--- config.mk ---
export PLATFORM = sky130hd
export DESIGN_NAME = sram22_access_arbiter
export DESIGN_NICKNAME = d
export VERILOG_FILES = /design/src/rtl/sram22_access_arbiter.sv
export SDC_FILE = /design/constraint.sdc
export NUM_CORES = 1
export LEC_CHECK = 0
export BUFFER_PORTS_ARGS = -buffer_cell sky130_fd_sc_hd__buf_2
export CAP_MARGIN = 20
export CORE_ASPECT_RATIO = 0.8
export CORE_MARGIN = 5
export CORE_UTILIZATION = 41
export DETAILED_ROUTE_END_ITERATION = 7
export GPL_TIMING_DRIVEN = 0
export PLACE_DENSITY = 0.81
export SLEW_MARGIN = 20
export SYNTH_ARGS = -nofsm -noshare
export SYNTH_HDL_FRONTEND = slang
export SYNTH_SLANG_ARGS = --single-unit
--- constraint.sdc ---
create_clock -name clk -period 1.5 [get_ports clk]
set_input_delay 0.075 -clock clk [delete_from_list [all_inputs] [get_ports clk]]
set_output_delay 0.075 -clock clk [all_outputs]
set_load 0.03 [all_outputs]
--- src/rtl/sram22_access_arbiter.sv ---
// Two-requester arbiter for a single-port SRAM22 macro with a one-deep response slot and dout hold register.
// Define SRAM22_ARB_ROUND_ROBIN_EN for round-robin arbitration; the default is fixed priority with port 0 highest.
module sram22_access_arbiter #(
    parameter int ADDR_WIDTH  = 11,
    parameter int DATA_WIDTH  = 32,
    parameter int WMASK_WIDTH = DATA_WIDTH / 8
) (
    input  logic                   clk,
    input  logic                   rst_n,
    input  logic                   req0_valid,
    output logic                   req0_ready,
    input  logic                   req0_we,
    input  logic [WMASK_WIDTH-1:0] req0_wmask,
    input  logic [ADDR_WIDTH-1:0]  req0_addr,
    input  logic [DATA_WIDTH-1:0]  req0_wdata,
    input  logic                   req1_valid,
    output logic                   req1_ready,
    input  logic                   req1_we,
    input  logic [WMASK_WIDTH-1:0] req1_wmask,
    input  logic [ADDR_WIDTH-1:0]  req1_addr,
    input  logic [DATA_WIDTH-1:0]  req1_wdata,
    output logic                   rsp_valid,
    input  logic                   rsp_ready,
    output logic                   rsp_port,
    output logic                   rsp_we,
    output logic [DATA_WIDTH-1:0]  rsp_rdata,
    output logic                   sram_we,
    output logic [WMASK_WIDTH-1:0] sram_wmask,
    output logic [ADDR_WIDTH-1:0]  sram_addr,
    output logic [DATA_WIDTH-1:0]  sram_din,
    input  logic [DATA_WIDTH-1:0]  sram_dout
);

    logic                  pending_q, pending_d;
    logic                  fresh_q, fresh_d;
    logic                  port_q, port_d;
    logic                  we_q, we_d;
    logic [DATA_WIDTH-1:0] hold_q, hold_d;
    logic [ADDR_WIDTH-1:0] addr_q, addr_d;

    logic                   slot_free;
    logic                   grant0, grant1;
    logic                   accept;
    logic                   sel_port;
    logic                   sel_we;
    logic [WMASK_WIDTH-1:0] sel_wmask;
    logic [ADDR_WIDTH-1:0]  sel_addr;
    logic [DATA_WIDTH-1:0]  sel_wdata;

    // The slot frees in the same cycle the current response is taken.
    assign slot_free = !pending_q | rsp_ready;

`ifdef SRAM22_ARB_ROUND_ROBIN_EN
    logic last_q, last_d;

    // last_q names the port granted most recently; the other port wins a conflict.
    assign grant0 = req0_valid & (!req1_valid | last_q);
    assign grant1 = req1_valid & (!req0_valid | !last_q);
`else
    assign grant0 = req0_valid;
    assign grant1 = req1_valid & !req0_valid;
`endif

    // Gating with rst_n keeps the macro free of writes while reset is held.
    assign req0_ready = rst_n & slot_free & grant0;
    assign req1_ready = rst_n & slot_free & grant1;
    assign accept     = (req0_valid & req0_ready) | (req1_valid & req1_ready);

    assign sel_port  = !grant0;
    assign sel_we    = grant0 ? req0_we    : req1_we;
    assign sel_wmask = grant0 ? req0_wmask : req1_wmask;
    assign sel_addr  = grant0 ? req0_addr  : req1_addr;
    assign sel_wdata = grant0 ? req0_wdata : req1_wdata;

    // Idle cycles re-read the last address so the macro never sees a spurious write.
    assign sram_we    = accept & sel_we;
    assign sram_wmask = (accept & sel_we) ? sel_wmask : '0;
    assign sram_addr  = accept ? sel_addr : addr_q;
    assign sram_din   = accept ? sel_wdata : '0;

    assign rsp_valid = pending_q;
    assign rsp_port  = port_q;
    assign rsp_we    = we_q;
    // Macro dout is only meaningful in the cycle after a read issue; writes leave it undefined.
    assign rsp_rdata = fresh_q ? (we_q ? '0 : sram_dout) : hold_q;

    always_comb begin
        // NOTE: every next-state signal gets its default first so no path can infer a latch.
        pending_d = pending_q;
        fresh_d   = fresh_q;
        port_d    = port_q;
        we_d      = we_q;
        hold_d    = hold_q;
        addr_d    = addr_q;
`ifdef SRAM22_ARB_ROUND_ROBIN_EN
        last_d    = last_q;
`endif
        if (accept) begin
            pending_d = 1'b1;
            fresh_d   = 1'b1;
            port_d    = sel_port;
            we_d      = sel_we;
            addr_d    = sel_addr;
`ifdef SRAM22_ARB_ROUND_ROBIN_EN
            last_d    = sel_port;
`endif
        end else if (pending_q & rsp_ready) begin
            pending_d = 1'b0;
            fresh_d   = 1'b0;
        end else if (fresh_q) begin
            // Response stalled: capture dout before the next edge overwrites it.
            fresh_d = 1'b0;
            hold_d  = we_q ? '0 : sram_dout;
        end
    end

    // NOTE: state registers update with non-blocking assignments so every flop samples pre-edge values.
    always_ff @(posedge clk or negedge rst_n) begin
        if (!rst_n) begin
            pending_q <= 1'b0;
            fresh_q   <= 1'b0;
            port_q    <= 1'b0;
            we_q      <= 1'b0;
            hold_q    <= '0;
            addr_q    <= '0;
`ifdef SRAM22_ARB_ROUND_ROBIN_EN
            last_q    <= 1'b1;
`endif
        end else begin
            pending_q <= pending_d;
            fresh_q   <= fresh_d;
            port_q    <= port_d;
            we_q      <= we_d;
            hold_q    <= hold_d;
            addr_q    <= addr_d;
`ifdef SRAM22_ARB_ROUND_ROBIN_EN
            last_q    <= last_d;
`endif
        end
    end

endmodule

==> impl_results.md, run 1 <==
* Status: finished, violations left
* Failing checks: negative hold slack, negative setup slack
* Remaining DRCs at 0
* Row Count at 28
* Die height at slightly below 90 microns
* Worst-Skew Late Latency at 0.30 ns
* Crit-path max FO at 6
* Sequential cell fraction of total power at 22.9%
* Register area share after synthesis at 38.68%
* Worst-path clk slew at 0.08 ns
* Buffers on Ports at 216
* First-pass GRT wire length at 19630 microns
* NumNets Final at approximately 720
* Routability Congestion at 0.8429
* Crit path capture type: primary output
* Crit path DAT at 1.63 ns
* Syn_nets at between 400 and 500
* Worst Setup SP: fresh_q$_DFF_PN0_
* Synth warn at 0
* Routed Antenna Nets at 0
* Reg area at 1179 sq um
* CTS sink cnt at 47
* Sw Share at around 41%
* Final Max Slew Viols at 0
* Clock power share at 9.2%
* Placed instance area at 4380 sq um
* Post-Syn Area at 3040 sq um
* Synthesized instance count at 310
* GRT Resource Usage Total at 27.00%
* Crit path kind: reg -> out
* Worst slew margin at roughly two thirds
* Vias in the first global route at 3727
* Final WL at about 15000 microns
* Int Pwr at 4.761 mW
* Maximum root-to-sink buffer count at 2
* Main synth FF type: dfrtp_1
* HP Class: in -> async
* Multi-input gate area at 2206 sq um
* H-tree Lvls at 2
* Maximum vdd drop at 1.046 mV
* Critical Path Start Type: flip-flop
* DR WL/cell at 21.49 microns
* Max Cap Viol at 0
* DIE AREA at 9248 sq um
* Total grt overflow at 0
* Post-DR vias/cell at 5.240
* Synth-to-layout area growth at 105.7%
* DR iter-0 viols at 114
* Worst setup margin at -0.2063 ns
* R2r setup slk at -0.01 ns
* RSZ-0062 raised after global routing: yes
* Leak at between 3 and 4 nW
* Ys async rst share at between 90% and 100%
* Met3 Use GR at 4.967%
* Post-DP HPWL at 8260 microns
* Initial Utilization at 41.52%
* CP max stage cell: dfrtp_2
* Final Util at a little under nine tenths
* Num ports at 218
* Worst hold slack at -0.2888 ns
* CP peak stage delay at 0.45 ns
* Top Usage Layer GRT: met2
* Fill count at between 300 and 400
* CP Data Required Time at 1.42 ns
* Switching power at 3.365 mW
* Share of cells above drive strength 1 at 71.57%
* Syn Area/Cell at 9.808 sq um
* Initial antenna violation count at 0
* CTS Buf Count at 5
* Post-route cell area at ~6300 sq um
* Reg2Reg Depth at 7
* Final Critical Period at 1.706 ns
* Die Wd at ~110 microns
* PwrDens at around 1300 nW/um^2
* GR Layer Usage met1 at between 30% and 40%
* Crit-path cells: and2b_4, buf_4, buf_8, a2bb2oi_2, inv_1, buf_6
* Final hold violations at between 40 and 50
* Via Count at 3574
* Synth cell types at 24
* Flops & latches, synth at 47
* Setup crit end: rsp_rdata[23]
* Final worst path period share at 113.8%
* Clock Tree Root: clkbuf_8
* Setup violations, final at between 80 and 90
* Max Freq at 586.1 MHz
* Drt pass-1 iters at 7
* Clock Skew at 0.01384 ns
* Largest net degree at the start of global routing at 52
* Post-synth EDFFs at 0
* Logic gate share of total power at 67.8%
* FF-to-FF End: hold_q[16]$_DFFE_PN0P_
* CORE AREA at 7322 sq um
* CTS tree: yes
* Worst-margin pin slew at 0.4785 ns
* RR Startpoint: rsp_we$_DFFE_PN0P_
* Met2 Use GR at 47.96%
## cell usage in the layout (no fill, tap or decap), types with 4 or more instances in the layout
cell type,n
mux2_2,18
buf_6,97
buf_8,7
a2bb2oi_4,20
inv_1,45
buf_2,135
mux2_4,6
nor2_4,36
buf_4,45
mux2i_1,61
a2bb2oi_2,11
a32oi_1,4
inv_2,20
nand2_1,5
dfrtp_1,45
buf_12,6
clkbuf_8,6
## cell usage after synthesis (2+ instances only)
cell       count  area [sq um]
nand2_1        5         18.77
a21oi_1        2         10.01
mux2_2        24         270.3
nor2_1        37         138.9
clkbuf_1       3         11.26
a32oi_1        4         35.03
buf_4          6         45.04
buf_6          8         90.09
dfrtp_1       47          1176
buf_2          4         20.02
mux2i_1       63         630.6
inv_1         65         244.0
a2bb2oi_1     31         271.5
## registers in the layout, summed over array words and instances (netlist names)
register / cells
addr_q: 11
rsp_we: 1
hold_q: 32
rsp_port: 1
fresh_q: 1
rsp_valid: 1
## area by class of cell
type	count	share of cell area, %
diodes	1	0.04001
plain buffers	19	3.961
clock buffers	7	1.220
clock inverters	1	0.08002
inverters	65	3.901
multi-input cells	176	35.27
flip-flops and latches	47	18.84
well taps	90	1.800
repair buffers	276	34.89
## repair_timing
action / 4_1_cts / 5_1_grt
setup buffers: 39 / 19
setup endpoints to repair: 126 / 86
resized for setup: 263 / 78
gates cloned: 5 / 1
endpoints found under the hold margin: 47 / 47
pin swaps: 40 / 21
## worst max-delay path: cells and delay by family, from the launching register on
| family | cells | cell delay, ns |
|---|---|---|
| AND/OR/NAND/NOR | 1 | 0.22 |
| flip-flops | 1 | 0.45 |
| buffers and inverters | 4 | 0.51 |
| AO/OA/AOI/OAI | 1 | 0.15 |
## power groups by stage
| stage | Combinational (mW) | Sequential (mW) | Clock, mW |
|---|---|---|---|
| 2_1_floorplan | 2.29 | 1.85 | 0 |
| 3_3_place_gp | 3.11 | 1.84 | 0 |
| 3_5_place_dp | 3.20 | 1.86 | 0 |
| 4_1_cts | 4.64 | 1.83 | 0.763 |
| 5_1_grt | 5.76 | 1.91 | 0.815 |
| 6_report | 5.51 | 1.86 | 0.748 |
## worst min-delay path by stage
stage	startpoint	end	slack, ns	depth (start not counted)
3_3_place_gp	rst_n	hold_q[9]$_DFFE_PN0P_	0.34	1
2_1_floorplan	rst_n	addr_q[0]$_DFF_PN0_	-0.22	0
4_1_cts	rst_n	hold_q[10]$_DFFE_PN0P_	-0.17	1
5_1_grt	rst_n	hold_q[5]$_DFFE_PN0P_	-0.26	1
3_5_place_dp	rst_n	hold_q[9]$_DFFE_PN0P_	0.35	1
6_report	rst_n	hold_q[9]$_DFFE_PN0P_	-0.29	1
## cells by family after synthesis
kind of cell	count (synthesis)	synth area share [%]
AO/OA/AOI/OAI	41	11.44
buffers and inverters	87	13.74
flip-flops	47	38.68
multiplexers	87	29.63
AND/OR/NAND/NOR	48	6.502
## metal layers
| layer | part of all wire, % | vias up |
|---|---|---|
| li1 | - | 1590 |
| met1 | 37 | 1786 |
| met2 | 55 | 164 |
| met3 | 4.7 | 34 |
| met4 | 3.3 | 0 |
| met5 | 0 | - |
## stage by stage
| step | std cells | total power [mW] | setup WS [ns] | TNS, ns |
|---|---|---|---|---|
| floorplan | 310 | 4.140 | -0.07451 | -0.6336 |
| global placement | 616 | 4.957 | -0.8517 | -55.49 |
| detailed placement | 616 | 5.056 | -0.9066 | -59.46 |
| CTS | 667 | 7.239 | -0.2005 | -10.75 |
| global route | 681 | 8.484 | -0.2686 | -15.87 |
| finish | 682 | 8.126 | -0.2063 | -11.35 |
(Power assumes the default switching activity.)
==> inputs of run 2 (changes only) <==
--- a/config.mk
+++ b/config.mk
@@ -12,7 +12,7 @@
 export CORE_UTILIZATION = 41
 export DETAILED_ROUTE_END_ITERATION = 7
 export GPL_TIMING_DRIVEN = 0
-export PLACE_DENSITY = 0.81
+export PLACE_DENSITY = 0.8
 export SLEW_MARGIN = 20
 export SYNTH_ARGS = -nofsm -noshare
 export SYNTH_HDL_FRONTEND = slang
==> run 2 against run 1 <==
Against the previous run:
- the run ends with negative setup slack left
- register-to-register slack improved by 0.03 ns
- combinational power decreased by 13%
- via count decreased by 5.4%
- core utilization decreased by 5.3 points
- largest power group unchanged
==> impl_results.md, run 2 (same netlist as run 1, synthesis figures left out) <==
* Remaining DRCs at 0
* Die height at 87.02 microns
* Placed cells at 617
* R2r setup slk at 0.02 ns
* Worst-path clk slew at around 0.090 ns
* Largest Register: hold_q
* Clock Tree Root: clkbuf_8
* Maximum root-to-sink buffer count at 2
* Share of cells above drive strength 1 at 66.43%
* Leak at between 3 and 4 nW
* Worst hold slack at 0.02416 ns
* Routability Congestion at 0.7805
* Reg area at between 1000 and 1500 sq um
* CORE AREA at 7322 sq um
* Worst setup margin at -0.1681 ns
* Via Count at 3381
* Maximum vdd drop at 0.9722 mV
* Routed Antenna Nets at 0
* NumNets Final at 704
* RSZ-0062 raised after global routing: yes
* Flip-flop count of the largest register after layout at 32
* Critical Path Start Type: flip-flop
* Initial antenna violation count at 0
* DR iter-0 viols at 98
* Final Util at 80.11%
* Post-DP HPWL at 8012 microns
* Synth-to-layout area growth at 92.92%
* Post-route cell area at 5866 sq um
* Vias in the first global route at roughly 3500
* Fill count at between 400 and 500
* First-pass GRT wire length at 17950 microns
* FF-to-FF End: addr_q[4]$_DFF_PN0_
* Worst slew margin at 41.60%
* Crit path capture type: primary output
* Placed instance area at 4400 sq um
* Final WL at 12810 microns
* CTS sink cnt at 47
* Post-Route Setup TNS at -7.019 ns
* Setup violations, final at 73
* Initial Utilization at between 40% and 50%
* Final hold violations at 0
* Most frequent cells in the layout: buf_2 (136), buf_6 (90), mux2i_1 (63)
* Row Count at 28
* Crit path kind: reg -> out
* RR Startpoint: rsp_valid$_DFFE_PN0P_
* Drt pass-1 iters at 4
* DIE AREA at 9248 sq um
* Worst-margin pin slew at 0.8760 ns
* Worst Setup SP: rsp_valid$_DFFE_PN0P_
* Setup crit end: sram_din[22]
* Buffers on Ports at 216
* PwrDens at 1263 nW/um^2
* Die Wd at 106.3 microns
* Max Freq at 599.5 MHz
* CTS Buf Count at 5
* DR WL/cell at 19.32 microns
* Num ports at 218
* Largest net degree at the start of global routing at 24
* Status: finished, violations left
* Worst-Skew Late Latency at 0.30 ns
* Max Cap Viol at 0
* Top flop regs: hold_q: 32 flops, addr_q: 11 flops
* Crit path DAT at ~1.6 ns
* Reg2Reg Depth at 6
* Multi-input gate area at 2002 sq um
* Final Critical Period at about 1.7 ns
* Post-DR vias/cell at 5.100
* H-tree Lvls at 2
* CTS tree: yes
* Commonest non-fill, non-tap cell in the layout: buf_2
* CP Data Required Time at 1.42 ns
* Place WS at -0.4479 ns
* Final Max Slew Viols at 0
* Clock Skew at 0.008412 ns
* Crit-path max FO at 10
* HP Class: in -> async
* Total power at 7.408 mW
* Non-Filler Instances at approximately 660
* GRT Resource Usage Total at about a quarter
* Total grt overflow at 0
* Failing checks: negative setup slack
* Final worst path period share at 111.2%
==> run 2: timing repair <==
| action | CTS | global route |
|---|---|---|
| pin swaps | 13 | 8 |
| buffers inserted | 17 | 14 |
| endpoints found under the setup margin | 79 | 89 |
| hold endpoints to repair | 47 | 0 |
| gates cloned | 3 | 0 |
| hold buffers | 5 | 0 |
| gates resized for setup | 222 | 65 |
==> run 2: layout make-up <==
cell class / count / share of cell area, %
clock inverter: 1 / 0.08532
timing repair buffer: 255 / 33.62
tap: 90 / 1.920
multi-input combinational: 176 / 34.13
clock buffer: 7 / 1.301
inverter: 65 / 4.160
antenna: 1 / 0.04266
buffer: 21 / 4.650
sequential: 47 / 20.09
==> run 2: worst max-delay path: stages, from the launching register on <==
cell and delay [ns]:
dfrtp_2 0.43, nand2b_4 0.08, o211ai_4 0.14, buf_6 0.19, buf_12 0.16, nor2_4 0.14
buf_6 0.15
==> run 2: metal layers <==
metal  vias up  track usage, %  routed length [microns]
li1       1556               -                        -
met1      1671           30.13                     4869
met2       128           44.91                     6929
met3        26           4.151                      686
met4         0           6.118                      327
met5         -               0                        0
==> run 2: worst min-delay path by stage <==
stage	from	end	slack, ns	cells past startpoint
5_1_grt	rst_n	addr_q[2]$_DFF_PN0_	0.07	4
2_1_floorplan	rst_n	addr_q[0]$_DFF_PN0_	-0.22	0
4_1_cts	sram_dout[14]	hold_q[14]$_DFFE_PN0P_	0.06	3
6_report	rst_n	addr_q[2]$_DFF_PN0_	0.02	4
3_5_place_dp	rst_n	hold_q[13]$_DFFE_PN0P_	0.10	1
3_3_place_gp	rst_n	hold_q[6]$_DFFE_PN0P_	0.35	1
==> run 2: power breakdown <==
part           internal, mW  switching, mW
Sequential             1.71          0.140
Clock                 0.329          0.440
Combinational          2.30           2.49
Total                  4.34           3.07
